File: src/rtl/dcache_pkg.sv
// Shared types and constants for the direct-mapped data cache.
// Latency: n/a (types only).
// Backpressure: n/a (types only).
package dcache_pkg;

  // CPU address and data widths; the memory bus moves one 32-bit block.
  localparam int ADDR_W       = 8;
  localparam int BYTE_W       = 8;
  localparam int BLOCK_W      = 32;

  // Default geometry: 8 blocks of 4 bytes.
  localparam int INDEX_W_DEF  = 3;
  localparam int OFFSET_W_DEF = 2;

  typedef enum logic [1:0] {
    IDLE      = 2'd0,
    WRITEBACK = 2'd1,
    FETCH     = 2'd2,
    UPDATE    = 2'd3
  } state_e;

endpackage

File: src/rtl/dcache_ctrl_fsm.sv
// Miss-handling controller: state register, next-state logic, memory request and CPU stall decode.
// Latency: decode is combinational from state and hit; one state transition per clock.
// Backpressure: holds WRITEBACK/FETCH until mem_busywait_i is low at a clock edge; stalls CPU outside IDLE.
//
// Ports:
//   clk_i, rst_i           clock, asynchronous active-high reset
//   req_i, hit_i           CPU request present, lookup hit for current address
//   victim_dirty_i         indexed line is valid and dirty (needs writeback on miss)
//   mem_busywait_i         memory still busy with current request
//   state_o                current controller state
//   busywait_o             CPU stall
//   mem_read_o/mem_write_o memory block read / write request
module dcache_ctrl_fsm
  import dcache_pkg::*;
(
  input  logic   clk_i,
  input  logic   rst_i,
  input  logic   req_i,
  input  logic   hit_i,
  input  logic   victim_dirty_i,
  input  logic   mem_busywait_i,
  output state_e state_o,
  output logic   busywait_o,
  output logic   mem_read_o,
  output logic   mem_write_o
);

  state_e state_q, state_d;

  always_ff @(posedge clk_i or posedge rst_i) begin
    if (rst_i) begin
      state_q <= IDLE;
    end else begin
      state_q <= state_d;
    end
  end

  always_comb begin
    state_d     = state_q;
    busywait_o  = 1'b0;
    mem_read_o  = 1'b0;
    mem_write_o = 1'b0;
    unique case (state_q)
      IDLE: begin
        if (req_i && !hit_i) begin
          busywait_o = 1'b1;
          state_d    = victim_dirty_i ? WRITEBACK : FETCH;
        end
      end
      WRITEBACK: begin
        busywait_o  = 1'b1;
        mem_write_o = 1'b1;
        if (!mem_busywait_i) state_d = FETCH;
      end
      FETCH: begin
        busywait_o = 1'b1;
        mem_read_o = 1'b1;
        if (!mem_busywait_i) state_d = UPDATE;
      end
      UPDATE: begin
        busywait_o = 1'b1;
        state_d    = IDLE;
      end
      default: state_d = IDLE;
    endcase
    // While reset is held the CPU request may still be present with every
    // line invalid; keep the stall and memory strobes quiet regardless.
    if (rst_i) begin
      busywait_o  = 1'b0;
      mem_read_o  = 1'b0;
      mem_write_o = 1'b0;
    end
  end

  assign state_o = state_q;

endmodule

File: src/rtl/dcache.sv
// Direct-mapped, write-back, write-allocate byte cache between CPU data port and 32-bit block memory.
// Latency: hits 0 stall cycles; clean miss L+2, dirty miss 2L+2 stall cycles for memory latency L.
// Backpressure: BUSYWAIT stalls the CPU during misses; memory requests held until MEM_BUSYWAIT drops.
//
// Ports:
//   CLK, RESET                          clock, asynchronous active-high reset
//   ADDRESS, WRITEDATA                  CPU byte address {tag,index,offset} and store data
//   MEMREAD, MEMWRITE                   CPU load / store request (both high = load)
//   READDATA, BUSYWAIT                  load data and CPU stall
//   MEM_ADDRESS, MEM_WRITEDATA          memory block address {tag,index} and victim block
//   MEM_READDATA, MEM_BUSYWAIT          fetched block and memory busy
//   MEM_READ, MEM_WRITE                 memory block read / write request
module dcache
  import dcache_pkg::*;
#(
  parameter int INDEX_W  = INDEX_W_DEF,
  parameter int OFFSET_W = OFFSET_W_DEF
) (
  input  logic                       CLK,
  input  logic                       RESET,
  input  logic [ADDR_W-1:0]          ADDRESS,
  input  logic [BYTE_W-1:0]          WRITEDATA,
  input  logic                       MEMREAD,
  input  logic                       MEMWRITE,
  output logic [BYTE_W-1:0]          READDATA,
  output logic                       BUSYWAIT,
  output logic [ADDR_W-OFFSET_W-1:0] MEM_ADDRESS,
  output logic [BLOCK_W-1:0]         MEM_WRITEDATA,
  input  logic [BLOCK_W-1:0]         MEM_READDATA,
  output logic                       MEM_READ,
  output logic                       MEM_WRITE,
  input  logic                       MEM_BUSYWAIT
);

  localparam int TAG_W      = ADDR_W - INDEX_W - OFFSET_W;
  localparam int NUM_BLOCKS = 2 ** INDEX_W;
  localparam int NUM_BYTES  = BLOCK_W / BYTE_W;

  // Line storage. Data and tags need no reset: valid gates every use.
  logic [BLOCK_W-1:0]    data_q [NUM_BLOCKS];
  logic [TAG_W-1:0]      tag_q  [NUM_BLOCKS];
  logic [NUM_BLOCKS-1:0] valid_q, valid_d;
  logic [NUM_BLOCKS-1:0] dirty_q, dirty_d;

  // Miss address captured on entry to miss handling so the refill lands in
  // the right line even if the CPU drops or changes its request meanwhile.
  logic [TAG_W-1:0]      miss_tag_q, miss_tag_d;
  logic [INDEX_W-1:0]    miss_idx_q, miss_idx_d;

  logic [BYTE_W-1:0]     rdata_q, rdata_d;

  logic [TAG_W-1:0]      addr_tag;
  logic [INDEX_W-1:0]    addr_idx;
  logic [OFFSET_W-1:0]   addr_off;
  logic [BLOCK_W-1:0]    hit_blk;
  logic [BLOCK_W-1:0]    wr_blk;
  logic [BYTE_W-1:0]     sel_byte;
  logic                  req, hit, victim_dirty, ld_hit, wr_hit, miss_start;
  logic [INDEX_W-1:0]    cur_idx;
  logic [TAG_W-1:0]      cur_tag;
  state_e                state;

  assign addr_tag = ADDRESS[ADDR_W-1 -: TAG_W];
  assign addr_idx = ADDRESS[OFFSET_W +: INDEX_W];
  assign addr_off = ADDRESS[OFFSET_W-1:0];

  assign req          = MEMREAD | MEMWRITE;
  assign hit          = valid_q[addr_idx] && (tag_q[addr_idx] == addr_tag);
  assign victim_dirty = valid_q[addr_idx] & dirty_q[addr_idx];
  assign hit_blk      = data_q[addr_idx];

  // Load wins when both strobes are high, so a store only counts alone.
  assign ld_hit     = (state == IDLE) && MEMREAD && hit;
  assign wr_hit     = (state == IDLE) && MEMWRITE && !MEMREAD && hit;
  assign miss_start = (state == IDLE) && req && !hit;

  // Byte extract for loads and byte merge for stores.
  always_comb begin
    sel_byte = '0;
    wr_blk   = hit_blk;
    for (int b = 0; b < NUM_BYTES; b++) begin
      if (addr_off == OFFSET_W'(b)) begin
        sel_byte                    = hit_blk[b*BYTE_W +: BYTE_W];
        wr_blk[b*BYTE_W +: BYTE_W]  = WRITEDATA;
      end
    end
  end

  dcache_ctrl_fsm u_ctrl (
    .clk_i          (CLK),
    .rst_i          (RESET),
    .req_i          (req),
    .hit_i          (hit),
    .victim_dirty_i (victim_dirty),
    .mem_busywait_i (MEM_BUSYWAIT),
    .state_o        (state),
    .busywait_o     (BUSYWAIT),
    .mem_read_o     (MEM_READ),
    .mem_write_o    (MEM_WRITE)
  );

  // Outside IDLE the line being worked on is the captured miss line.
  assign cur_idx = (state == IDLE) ? addr_idx : miss_idx_q;
  assign cur_tag = (state == IDLE) ? addr_tag : miss_tag_q;

  assign MEM_ADDRESS   = (state == WRITEBACK) ? {tag_q[cur_idx], cur_idx} : {cur_tag, cur_idx};
  assign MEM_WRITEDATA = data_q[cur_idx];

  always_comb begin
    valid_d    = valid_q;
    dirty_d    = dirty_q;
    miss_tag_d = miss_tag_q;
    miss_idx_d = miss_idx_q;
    rdata_d    = rdata_q;
    if (state == UPDATE) begin
      valid_d[miss_idx_q] = 1'b1;
      dirty_d[miss_idx_q] = 1'b0;
    end else if (wr_hit) begin
      dirty_d[addr_idx] = 1'b1;
    end
    if (miss_start) begin
      miss_tag_d = addr_tag;
      miss_idx_d = addr_idx;
    end
    // READDATA keeps its last value when there is no load hit.
    if (ld_hit) rdata_d = sel_byte;
  end

  assign READDATA = RESET ? '0 : rdata_d;

  always_ff @(posedge CLK or posedge RESET) begin
    if (RESET) begin
      valid_q    <= '0;
      dirty_q    <= '0;
      miss_tag_q <= '0;
      miss_idx_q <= '0;
      rdata_q    <= '0;
    end else begin
      valid_q    <= valid_d;
      dirty_q    <= dirty_d;
      miss_tag_q <= miss_tag_d;
      miss_idx_q <= miss_idx_d;
      rdata_q    <= rdata_d;
    end
  end

  always_ff @(posedge CLK) begin
    if (state == UPDATE) begin
      data_q[miss_idx_q] <= MEM_READDATA;
      tag_q[miss_idx_q]  <= miss_tag_q;
    end else if (wr_hit) begin
      data_q[addr_idx] <= wr_blk;
    end
  end

endmodule
File: config.mk
export PLATFORM = sky130hd
export DESIGN_NAME = dcache
export DESIGN_NICKNAME = d
export VERILOG_FILES = /design/src/rtl/dcache_pkg.sv /design/src/rtl/dcache_ctrl_fsm.sv /design/src/rtl/dcache.sv
export SDC_FILE = /design/constraint.sdc
export NUM_CORES = 1
export LEC_CHECK = 0
export CORE_ASPECT_RATIO = 0.6
export CORE_UTILIZATION = 65
export DETAILED_ROUTE_END_ITERATION = 6
export GPL_TIMING_DRIVEN = 0
export PLACE_DENSITY = 0.89
export REMOVE_ABC_BUFFERS = 1
export SLEW_MARGIN = 0
export SYNTH_ARGS = -nofsm -noshare
export SYNTH_HDL_FRONTEND = slang
export SYNTH_SLANG_ARGS = --single-unit
File: constraint.sdc
create_clock -name CLK -period 9.4 [get_ports CLK]
set_input_delay 2.35 -clock CLK [delete_from_list [all_inputs] [get_ports CLK]]
set_output_delay 2.35 -clock CLK [all_outputs]
set_load 0.1 [all_outputs]
# Word-level counts from Yosys, hierarchy flattened

Memories as Yosys holds them, arrays and structs flattened.
Cells that the tools add are included.

$add $sub $neg: 0
Multiply operators: 0
Div/mod/pow operators: 0
$lt $le $gt $ge: 4
Equal/unequal tests: 10
Shift operators: 0
Multiplexer cells: 43
Bitwise logic cells: 6
Reduce and logical (&&, ||, !) cells: 19

Operators with widths:

| operator                                                                             | number |
|---|---|
| 8-bit two-way mux                                                                    | 12 |
| 32-bit two-way mux                                                                   | 1 |
| 32-bit OR reduction                                                                  | 1 |
| 1-bit two-way mux                                                                    | 16 |
| 8-bit OR                                                                             | 2 |
| 1-bit logical AND                                                                    | 11 |
| 3-bit two-way mux                                                                    | 3 |
| 8-bit bitwise AND                                                                    | 1 |
| 2-bit equality test (second input constant)                                          | 4 |
| 3-bit by 4-bit less-than comparator with 1-bit output (second input constant)        | 2 |
| 2-bit two-way mux                                                                    | 4 |
| 8-bit NOT                                                                            | 1 |
| 2-bit case mux with 4 select lines                                                   | 1 |
| 1-bit binary-select mux with 3-bit select                                            | 2 |
| 1-bit demux with 3-bit select                                                        | 2 |
| 3-bit by 1-bit greater-or-equal comparator with 1-bit output (second input constant) | 2 |
| 6-bit two-way mux                                                                    | 1 |
| 2-bit by 1-bit equality test with 1-bit output (second input constant)               | 2 |
| 2-bit logical NOT                                                                    | 2 |
| 2-bit != test (second input constant)                                                | 2 |
| 3-bit equality test                                                                  | 1 |
| 3-bit AND reduction                                                                  | 1 |
| 3-bit OR reduction                                                                   | 1 |
| 1-bit logical NOT                                                                    | 2 |
| 5 further kinds                                                                      | 5 |

Flip-flop bits (word level): 32
Latch bits: 0
Memory bits (writable): 280
Bits in read-only memories: 0
Input bits: 53
Output and inout bits: 49
Word-level logic and storage cells: 90
Memories: 2

Memory list:

| memory | words | width | rd ports | clocked after Yosys merged registers in | wr ports | RTL line     | RTL |
|---|---|---|---|---|---|---|---|
| data_q | 8     | 32    | 2        | 0                                       | 1        | dcache.sv:40 | `logic [BLOCK_W-1:0] data_q [NUM_BLOCKS];` |
| tag_q  | 8     | 3     | 2        | 0                                       | 1        | dcache.sv:41 | `logic [TAG_W-1:0] tag_q [NUM_BLOCKS];` |

# Longest topological paths before layout

Gate-level depths: netlist of run 1.

Depth in word-level cells: 9
Depth in mapped cells: 11
Mapped depth without buffers: 9

# Modules after synthesis

A second synthesis of run 1 with hierarchy kept.

Cells, all modules: 1,439
Area total of the unflattened synthesis: 15,956.6 um^2

By module, submodules not included:

| module          | times used | cells an instance | area each (um^2) | seq. area each (um^2) |
|---|---|---|---|---|
| dcache          | 1          | 1,419             | 15,766.4         | 9,158.8 |
| dcache_ctrl_fsm | 1          | 20                | 190.2            | 50.0 |

# Least setup slack after synthesis of run 1

No wires, ideal clock.

Path kind: input to output
From: input port ADDRESS[3]
To: output port READDATA[2]
Arrival: 6.172 ns
Data required time: 7.050 ns
Path slack: 0.878 ns
Cell stages on the path: 8
Buffers on the path: 2
Path through: buf_4 > buf_4 > or3b_2 > a21oi_1 > a211oi_1 > a21o_1 > a221o_1 > a311oi_1

Cells in the longest elaborated chain, start to end: 7
Elaborated cells on any way between the ends: 13
Those cells by class: eq/ne: 1; mux: 8; reduce/logical: 2; memory: 2

Ends and longest elaborated chain:

| item                            | RTL line      | RTL |
|---|---|---|
| start, declared                 | dcache.sv:21  | `input logic [ADDR_W-1:0] ADDRESS,` |
| memory read 8 x 32 bit          | n/a           |  |
| 8-bit two-way mux (4 in series) | dcache.sv:82  | `if (addr_off == OFFSET_W'(b)) begin` |
| 8-bit two-way mux *             | dcache.sv:126 | `if (ld_hit) rdata_d = sel_byte;` |
| 8-bit two-way mux *             | dcache.sv:129 | `assign READDATA = RESET ? '0 : rdata_d;` |
| end, declared                   | dcache.sv:25  | `output logic [BYTE_W-1:0] READDATA,` |

Mark *: on every way between the ends. The rest lies on a longest branch, timed or not. The select of a mux whose other input is x is not followed.

# Final worst setup path of run 1

From: input port ADDRESS[2]
To: output port READDATA[4]

The elaborated chain is that of the path after synthesis.

==> reports/results.tsv, run 1 <==
stage	metric	value	unit
detailed_routing	drt first pass iters	6	
logic_synthesis	Area contributors post-synth	edfxtp_1, nand2_1, nand3_1	
sta	relative slew slack	12.72	%
detailed_routing	routed length per instance	26.82	µm
grt	vias in the first global route	12690	
worst_setup_path	RR Endpoint	data_q[4][28]	
layout	P&R area growth vs syn	15.58	%
clock_network	maximum root-to-sink buffer count	3	
worst_hold_path	hold depth	1	
detailed_routing	drc violations	0	
die	starting density of the core	66.53	%
power	LEAKAGE	6.883	nW
grt	largest net degree at the start of global routing	79	
clock_network	H-tree lvl count	1	
sta	fin crit share	98.27	%
die	Placeable Area	24330	µm²
detailed_routing	Vias	13220	
die	Die Ht	124.2	µm
layout	Fill cells	1373	
layout	NumNets Final	1541	
logic_synthesis	post-synth top area share	51.94	%
clock_network	root buffer cell	clkbuf_16	
sta	clock skew	0.01941	ns
die	number of I/O pins	102	
clock_network	number of buffers added to fix hold violations after cts	0	
worst_setup_path	reg2reg start	tag_q[1][2]	
worst_setup_path	R2R depth	7	
sta	Final setup viols	0	
logic_synthesis	Ys Warns	0	
worst_setup_path	type of the worst setup path	in -> out	
sta	Fin. Hold Viols	0	
sta	RSZ-0062 raised after global routing	false	
logic_synthesis	register area share after synthesis	56.89	%
logic_synthesis	mean post-synth cell area	11.27	µm²
sta	Fmax	0.1083	GHz
sta	Worst-Margin Slew	1.308	ns
clock_network	CTS tree	built	
run	Max-Cap Viols	0	
logic_synthesis	Most used DFF post-synth	edfxtp_1	
logic_synthesis	Synth Instances	1436	
worst_hold_path	hold crit path type	reg -> reg	
die	floorplan row count	44	
clock_network	Clk Latency, worst-skew pair	0.57	ns
worst_setup_path	CP max FO	50	
status	status	finished, final reports clean	
worst_setup_path	worst path arrival time	6.89	ns
logic_synthesis	ys async rst share	10.26	%
power	Peak VDD IR	0.5229	mV
worst_hold_path	Hold EP	valid_q[6]	
grt	initial antenna violation count	0	
sta	fin crit period	9.237	ns
layout	share of cells above drive strength 1	14.02	%
power	Pwr Total	6.969	mW
worst_hold_path	HP Start	valid_q[6]	
power	PwrDens	372.4	nW/µm²
sta	Slew Viols, Final	0	
worst_setup_path	CP endpoint kind	output port	
die	die width	205.7	µm
clock_network	Post-CTS Setup Inserts	0	
detailed_routing	Final ANT Viol Nets	0	
worst_setup_path	CP Data Required Time	7.05	ns
logic_synthesis	area leader, netlist	edfxtp_1	
sta	total negative setup slack	0	ns
logic_synthesis	most frequent cells after synthesis	nand2_1, edfxtp_1, nand3_1	
grt	GRT overflow	0	
logic_synthesis	flops & latches, synth	312	
layout	Antenna Cells	0	
grt	total track usage	38.94	%
detailed_routing	DR vias/cell	7.235	
placed_design	hpwl dp	29.43	mm
placed_design	Port Buf Inserts	101	
detailed_routing	DRT iter0 DRCs	2179	
worst_setup_path	r2r setup slk	4.95	ns
placed_design	RePlAce Congestion	0.8529	
clock_network	Num CTS Buffers	29	
die	total die area	25560	µm²
logic_synthesis	post-synthesis cell type count	66	
worst_setup_path	critical path launch point type	input port	
detailed_routing	final wirelength	49.00	mm
logic_synthesis	most frequent cell after synthesis	nand2_1	
clock_network	Clock Pin Slew Worst Setup and Hold Paths	0.07	ns
grt	first-pass GRT wire length	74.24	mm
logic_synthesis	Post-synth EDFFs	280	
clock_network	clk sinks	312	
logic_synthesis	Cell Area, Synth	16190	µm²
==> per-layer routing <==
layer | up-vias | track usage (%) | wire length, µm | share of wire [%]
met4 | 0 | 15.25 | 2317 | 4.7
met1 | 6243 | 52.61 | 17140 | 35
li1 | 5406 | - | - | -
met5 | - | 0 | 0 | 0
met3 | 271 | 12.42 | 7645 | 16
met2 | 1298 | 58.88 | 21900 | 45
==> area by class of cell <==
class                           instances  area [µm²]  area share [%]
Sequential cell                       312        9209           49.22
Multi-Input combinational cell        992        6474           34.60
Clock inverter                         15       203.9           1.090
Tap cell                              322       402.9           2.153
Inverter                               25       98.84          0.5283
Timing Repair Buffer                  123        1533           8.192
Clock buffer                           38       789.5           4.220
==> timing repair <==
action	CTS	global route
endpoints found under the hold margin	0	0
setup endpoints to repair	0	8
gates resized for setup	0	2
==> per-stage QoR <==
step	util [%]	cell area (µm²)	hold WS [ns]	setup WS, ns	std cells
2_1_floorplan	-	15660	0.4143	-8.966	1329
3_3_place_gp	70.16	17070	0.4247	-17.72	1752
3_5_place_dp	72.79	17710	0.4365	0.1555	1774
4_1_cts	76.88	18710	0.4737	0.03620	1827
5_1_grt	76.89	18710	0.4980	0.1106	1827
6_report	76.89	18710	0.4779	0.1628	1827
==> cells by family after synthesis <==
kind of cell               Yosys count  share of synthesized area, %
muxes                              137                         12.19
xor gates and xnor gates             2                        0.1546
adders and majority gates            5                        0.3865
and+or+nand+nor                    618                         16.50
DFF                                312                         56.89
buffers and inverters              132                         3.857
AOI/OAI and AO/OA                  230                         10.02
==> worst max path at each step <==
stage | startpoint | endpoint | slack (ns)
2_1_floorplan | ADDRESS[2] | MEM_WRITEDATA[10] | -8.97
3_3_place_gp | ADDRESS[2] | MEM_WRITEDATA[15] | -17.72
3_5_place_dp | ADDRESS[3] | READDATA[7] | 0.16
4_1_cts | ADDRESS[3] | READDATA[7] | 0.04
5_1_grt | ADDRESS[2] | READDATA[7] | 0.11
6_report | ADDRESS[2] | READDATA[4] | 0.16
==> power by group <==
part           internal [mW]  switching [mW]
clock network          0.728           0.529
registers               1.73           0.115
logic                   1.01            2.85
==> critical path, cell delays in order <==
cell and delay, ns:
buf_2 0.25, buf_12 0.25, inv_2 0.79, o21ai_1 0.28, a211oi_4 0.43, xor2_2 0.65, nand3_2 0.46, o211a_1 0.35
clkdlybuf4s50_1 0.99
==> registers in the layout, indices dropped and copies added, names as in the netlist <==
name	flops
dirty_q	8
miss_tag_q	3
u_ctrl.state_o	2
data_q	256
rdata_q	8
valid_q	8
tag_q	24
miss_idx_q	3
==> placed cells by master (no fill, tap or decap), types with 14 or more instances in the layout <==
master and count:
nand2_1 361, edfxtp_1 280, nand3_1 168, clkdlybuf4s50_1 98
o21ai_0 59, nor2_1 38, mux2i_1 37, mux2_2 37
mux4_2 34, dfrtp_1 32, clkbuf_16 29, mux2_4 26
a21oi_1 24, inv_1 21, a31oi_1 14
No activity file was read; power rests on OpenSTA's default activity.
==> inputs of run 2 (changes only) <==
--- a/config.mk
+++ b/config.mk
@@ -5,8 +5,10 @@
 export SDC_FILE = /design/constraint.sdc
 export NUM_CORES = 1
 export LEC_CHECK = 0
+export CELL_PAD_IN_SITES_DETAIL_PLACEMENT = 2
+export CELL_PAD_IN_SITES_GLOBAL_PLACEMENT = 2
 export CORE_ASPECT_RATIO = 0.6
-export CORE_UTILIZATION = 65
+export CORE_UTILIZATION = 44
 export DETAILED_ROUTE_END_ITERATION = 6
 export GPL_TIMING_DRIVEN = 0
 export PLACE_DENSITY = 0.89
==> run 2 against run 1 <==
Effect of this change:
- worst hold slack gained 0.020 ns
- first-iteration DRC count shrank 40%
- via count grew 1.1%
==> reports/results.tsv, run 2 (synthesis results as in run 1) <==
stage	metric	value	unit
power	Clk pwr share	18.4	%
detailed_routing	DRT iter0 DRCs	1303	
power	LEAKAGE	6.966	nW
sta	Fin. Hold Viols	0	
grt	largest net degree at the start of global routing	88	
worst_setup_path	RR Endpoint	data_q[2][14]	
detailed_routing	routed length per instance	33.92	µm
detailed_routing	final wirelength	67.26	mm
clock_network	number of buffers added to fix hold violations after cts	0	
clock_network	Post-CTS Setup Inserts	0	
placed_design	Port Buf Inserts	101	
detailed_routing	Final ANT Viol Nets	0	
power	Seq pwr share	25.6	%
detailed_routing	DR vias/cell	6.742	
clock_network	clk sinks	312	
status	status	finished, final reports clean	
worst_setup_path	reg2reg start	tag_q[3][2]	
die	Placeable Area	35610	µm²
die	number of I/O pins	102	
worst_setup_path	CP max FO	72	
sta	Worst-Margin Slew	1.438	ns
layout	share of cells above drive strength 1	14.51	%
sta	clock skew	0.01473	ns
run	Max-Cap Viols	0	
sta	fin crit share	99.70	%
layout	max reg flops	256	
power	sw frac	51.77	%
layout	Fill cells	3363	
clock_network	H-tree lvl count	1	
clock_network	root buffer cell	clkbuf_16	
layout	P&R area growth vs syn	17.85	%
layout	NumNets Final	1550	
power	Peak VDD IR	0.4036	mV
worst_setup_path	type of the worst setup path	in -> out	
grt	first-pass GRT wire length	99.19	mm
layout	Regs by FF count	data_q x256, tag_q x24	
die	starting density of the core	45.46	%
layout	register with the most flip-flops	data_q	
power	Psw	3.791	mW
die	Die Ht	150.6	µm
worst_setup_path	CP endpoint kind	output port	
grt	vias in the first global route	14400	
power	combinational power share	56.0	%
worst_setup_path	CP Data Required Time	7.05	ns
sta	Fmax	0.1067	GHz
detailed_routing	drt first pass iters	5	
layout	commonest cells after routing, fill and taps aside	nand2_1, edfxtp_1, nand3_1	
worst_setup_path	R2R depth	7	
worst_setup_path	r2r setup slk	4.67	ns
placed_design	hpwl dp	41.92	mm
die	total die area	37590	µm²
grt	GRT overflow	0	
worst_setup_path	Critical Path Source	ADDRESS[3]	
grt	total track usage	36.17	%
clock_network	Clk Latency, worst-skew pair	0.60	ns
sta	relative slew slack	4.140	%
power	Internal Pwr Total	3.532	mW
power	PwrDens	383.9	nW/µm²
worst_setup_path	critical path launch point type	input port	
die	floorplan row count	53	
die	die width	249.6	µm
sta	fin crit period	9.372	ns
clock_network	CTS tree	built	
sta	Final setup viols	0	
sta	RSZ-0062 raised after global routing	false	
layout	most common cell after layout, fill and taps aside	nand2_1	
sta	Slew Viols, Final	0	
clock_network	maximum root-to-sink buffer count	3	
detailed_routing	Vias	13370	
placed_design	RePlAce Congestion	0.7992	
worst_hold_path	hold crit path type	reg -> reg	
sta	hold slack	0.4977	ns
detailed_routing	drc violations	0	
clock_network	Clock Pin Slew Worst Setup and Hold Paths	0.06	ns
placed_design	Cells after DPL	1925	
layout	fin cells	1983	
layout	Antenna Cells	0	
grt	initial antenna violation count	1	
worst_setup_path	Worst Setup EP	READDATA[1]	
clock_network	Num CTS Buffers	31	
worst_setup_path	worst path arrival time	7.02	ns
==> run 2: cell type report <==
cell class | count | area [µm²] | area share (%)
Sequential cell | 312 | 9209 | 48.27
Multi-Input combinational cell | 992 | 6486 | 34.00
Timing Repair Buffer | 130 | 1645 | 8.624
Clock buffer | 42 | 879.6 | 4.610
Tap cell | 467 | 584.3 | 3.063
Clock inverter | 15 | 172.7 | 0.9050
Inverter | 25 | 101.3 | 0.5312
==> run 2: worst max-delay path, stage by stage <==
cell	delay, ns
buf_6	0.31
buf_16	0.40
and2_2	0.68
a22o_1	0.26
a22o_1	0.36
and3_1	0.60
nand3_2	0.45
o211a_1	0.41
clkdlybuf4s50_1	1.02
==> run 2: per-layer routing <==
layer / track usage, % / up-vias / wire length, µm
met1: 46.43 / 7024 / 26860
met5: 0 / - / 13
met2: 60.58 / 734 / 32430
met3: 6.518 / 189 / 5322
li1: - / 5420 / -
met4: 15.83 / 2 / 2636
==> run 2: what timing repair did <==
action,4_1_cts,5_1_grt
resized for setup,2,2
endpoints found under the setup margin,8,8
pin swaps,0,0
==> run 2: how the worst min path moves through the flow <==
stage	slack [ns]	cells past startpoint	startpoint	end
2_1_floorplan	0.41	2	valid_q[5]	valid_q[5]
3_3_place_gp	0.43	2	valid_q[5]	valid_q[5]
3_5_place_dp	0.46	1	valid_q[0]	valid_q[0]
4_1_cts	0.49	1	valid_q[0]	valid_q[0]
5_1_grt	0.53	1	valid_q[0]	valid_q[0]
6_report	0.50	1	valid_q[0]	valid_q[0]
==> run 2: power groups by stage <==
stage / clock (mW) / sequential (mW) / combinational (mW)
2_1_floorplan: 0 / 1.83 / 2.77
6_report: 1.35 / 1.87 / 4.10
3_5_place_dp: 0 / 1.88 / 3.99
5_1_grt: 1.39 / 1.88 / 4.25
4_1_cts: 1.35 / 1.86 / 4.08
3_3_place_gp: 0 / 1.87 / 3.84
==> run 2: through the flow <==
stage / TNS [ns] / util, % / setup slack (ns) / power (mW) / instance area, µm²
after floorplan: -282.64 / - / -8.966 / 4.600 / 15660
after global placement: -2848.18 / 48.45 / -19.95 / 5.705 / 17250
after global routing: 0 / 53.58 / 0.01469 / 7.522 / 19080
final: 0 / 53.58 / 0.02825 / 7.324 / 19080
after CTS: 0 / 53.53 / 0.1186 / 7.296 / 19060
after detailed placement: -0.08876 / 50.56 / -0.04546 / 5.872 / 18000
==> inputs of run 3 (changes only) <==
--- a/config.mk
+++ b/config.mk
@@ -10,7 +10,6 @@
 export CORE_ASPECT_RATIO = 0.6
 export CORE_UTILIZATION = 44
 export DETAILED_ROUTE_END_ITERATION = 6
-export GPL_TIMING_DRIVEN = 0
 export PLACE_DENSITY = 0.89
 export REMOVE_ABC_BUFFERS = 1
 export SLEW_MARGIN = 0
==> run 3 against run 2 <==
Effect of this change:
- non-clock buffer count is 9 higher
- routed wire length is 1.7% lower
- critical path depth stayed put
- via count is 0.45% lower
- sequential power hardly changed
- fmax is 16% higher
- power is 4.2% lower
- critical endpoint is now READDATA[4]
==> reports/results.tsv, run 3 (synthesis results as in run 1) <==
stage	metric	value	unit
grt	initial antenna violation count	2	
sta	fin crit share	86.19	%
power	Peak VDD IR	0.2877	mV
layout	Regs by FF count	data_q x256, tag_q x24	
die	starting density of the core	45.46	%
clock_network	Post-CTS Setup Inserts	0	
layout	P&R area growth vs syn	14.91	%
grt	met3 usage	6.518	%
clock_network	CTS resizes	0	
power	Clk pwr share	19.1	%
detailed_routing	final wirelength	66.11	mm
status	status	finished, final reports clean	
power	Seq pwr share	26.7	%
sta	worst setup margin	1.298	ns
clock_network	CTS tree	built	
power	Psw	3.705	mW
detailed_routing	DRT iter0 DRCs	1332	
grt	vias in the first global route	14500	
power	LEAKAGE	6.910	nW
grt	most used routing layer in global routing	met2	
grt	GRT overflow	0	
detailed_routing	drc violations	0	
grt	met2 usage	59.86	%
sta	RSZ-0062 raised after global routing	false	
placed_design	Port Buf Inserts	101	
die	total die area	37590	µm²
layout	share of cells above drive strength 1	17.55	%
sta	clock skew	0.02024	ns
grt	largest net degree at the start of global routing	90	
layout	max reg flops	256	
detailed_routing	Vias	13310	
placed_design	placed standard-cell area	17540	µm²
sta	Fin. Hold Viols	0	
sta	Fmax	0.1234	GHz
die	Die Ht	150.6	µm
worst_setup_path	CP bufs+invs	4	
die	number of I/O pins	102	
grt	total track usage	35.55	%
clock_network	H-tree lvl count	2	
detailed_routing	DR vias/cell	6.671	
clock_network	root buffer cell	clkbuf_16	
placed_design	dpl ws	1.484	ns
power	PwrDens	377.2	nW/µm²
power	combinational power share	54.3	%
sta	Worst-Margin Slew	1.320	ns
grt	first-pass GRT wire length	98.04	mm
layout	commonest cells after routing, fill and taps aside	nand2_1, edfxtp_1, nand3_1	
layout	most common cell after layout, fill and taps aside	nand2_1	
clock_network	Clock Pin Slew Worst Setup and Hold Paths	0.07	ns
clock_network	Clk Latency, worst-skew pair	0.54	ns
layout	register with the most flip-flops	data_q	
die	Placeable Area	35610	µm²
clock_network	maximum root-to-sink buffer count	3	
worst_setup_path	CP Data Required Time	7.05	ns
sta	fin crit period	8.102	ns
detailed_routing	routed length per instance	33.14	µm
die	floorplan row count	53	
worst_setup_path	type of the worst setup path	in -> out	
clock_network	number of buffers added to fix hold violations after cts	0	
sta	relative slew slack	11.70	%
power	sw frac	52.81	%
clock_network	clk sinks	312	
detailed_routing	drt first pass iters	5	
sta	total negative setup slack	0	ns
placed_design	hpwl dp	42.01	mm
worst_setup_path	CP endpoint kind	output port	
worst_setup_path	critical path launch point type	input port	
sta	Slew Viols, Final	0	
worst_setup_path	CP max FO	20	
worst_hold_path	hold crit path type	reg -> reg	
worst_setup_path	critical path depth	9	
worst_setup_path	CP peak stage delay	0.67	ns
worst_hold_path	hold depth	2	
clock_network	Num CTS Buffers	34	
layout	finished layout cell area	18600	µm²
worst_setup_path	worst path arrival time	5.75	ns
worst_setup_path	Critical Path, Cell by Cell	buf_2, buf_4, inv_1, o21ai_1, a211oi_4, xor2_2, nand3_2, o211a_1, buf_4	
placed_design	RePlAce Congestion	0.8578	
sta	Final setup viols	0	
worst_setup_path	R2R depth	7	
power	Pwr Total	7.016	mW
worst_setup_path	CP max-delay cell	inv_1	
power	Internal Pwr Total	3.311	mW
run	Max-Cap Viols	0	
worst_setup_path	CP top delay family	buffers and inverters	
detailed_routing	Final ANT Viol Nets	0	
die	die width	249.6	µm
layout	NumNets Final	1562	
worst_setup_path	Crit path top cell by count	buf_4	
grt	met1 Usage GRT	46.69	%
[run 3: through the flow]
stage,instances,hold slack (ns),utilization [%]
floorplan,1329,0.4143,-
global placement,1935,0.4340,49.26
detailed placement,1935,0.4452,49.26
CTS,1994,0.4578,52.23
global route,1994,0.4936,52.23
finish,1995,0.4585,52.24
[run 3: per-layer routing]
metal / wire, µm / up-vias / part of all wire (%)
met1: 26780 / 7024 / 41
met3: 5390 / 136 / 8.2
met2: 32170 / 692 / 49
met4: 1749 / 2 / 2.6
met5: 13 / - / 0.020
li1: - / 5455 / -
[run 3: power by group through the flow]
stage / Clock (mW) / Combinational (mW) / Sequential [mW]
floorplan: 0 / 2.77 / 1.83
global placement: 0 / 3.58 / 1.86
detailed placement: 0 / 3.73 / 1.88
CTS: 1.34 / 3.79 / 1.86
global route: 1.39 / 3.95 / 1.88
finish: 1.34 / 3.81 / 1.87
[run 3: final timing paths]
check | from | endpoint | slack, ns
worst max-delay path | ADDRESS[2] | READDATA[4] | 1.30
worst min-delay path | valid_q[5] | valid_q[5] | 0.46
worst max register to register | tag_q[1][2] | data_q[2][29] | 4.58
worst min register to register | valid_q[5] | valid_q[5] | 0.46
max in group asynchronous | RESET | u_ctrl.state_o[0] | 6.56
min in group asynchronous | RESET | rdata_q[3] | 2.47
[run 3: layout make-up]
class | count | area (µm²)
diodes | 1 | 2.502
repair buffers | 139 | 1184
well taps | 467 | 584.3
flip-flops and latches | 312 | 9209
multi-input cells | 992 | 6470
inverters | 25 | 96.34
clock buffers | 40 | 914.6
fillers | 3411 | 17010
clock inverters | 19 | 141.4
[run 3: worst min-delay path: cells and delay by family (launching register included)]
family,cells,cell delay (ns)
flip-flops,1,0.33
buffers and inverters,1,0.05
AND/OR/NAND/NOR,1,0.05
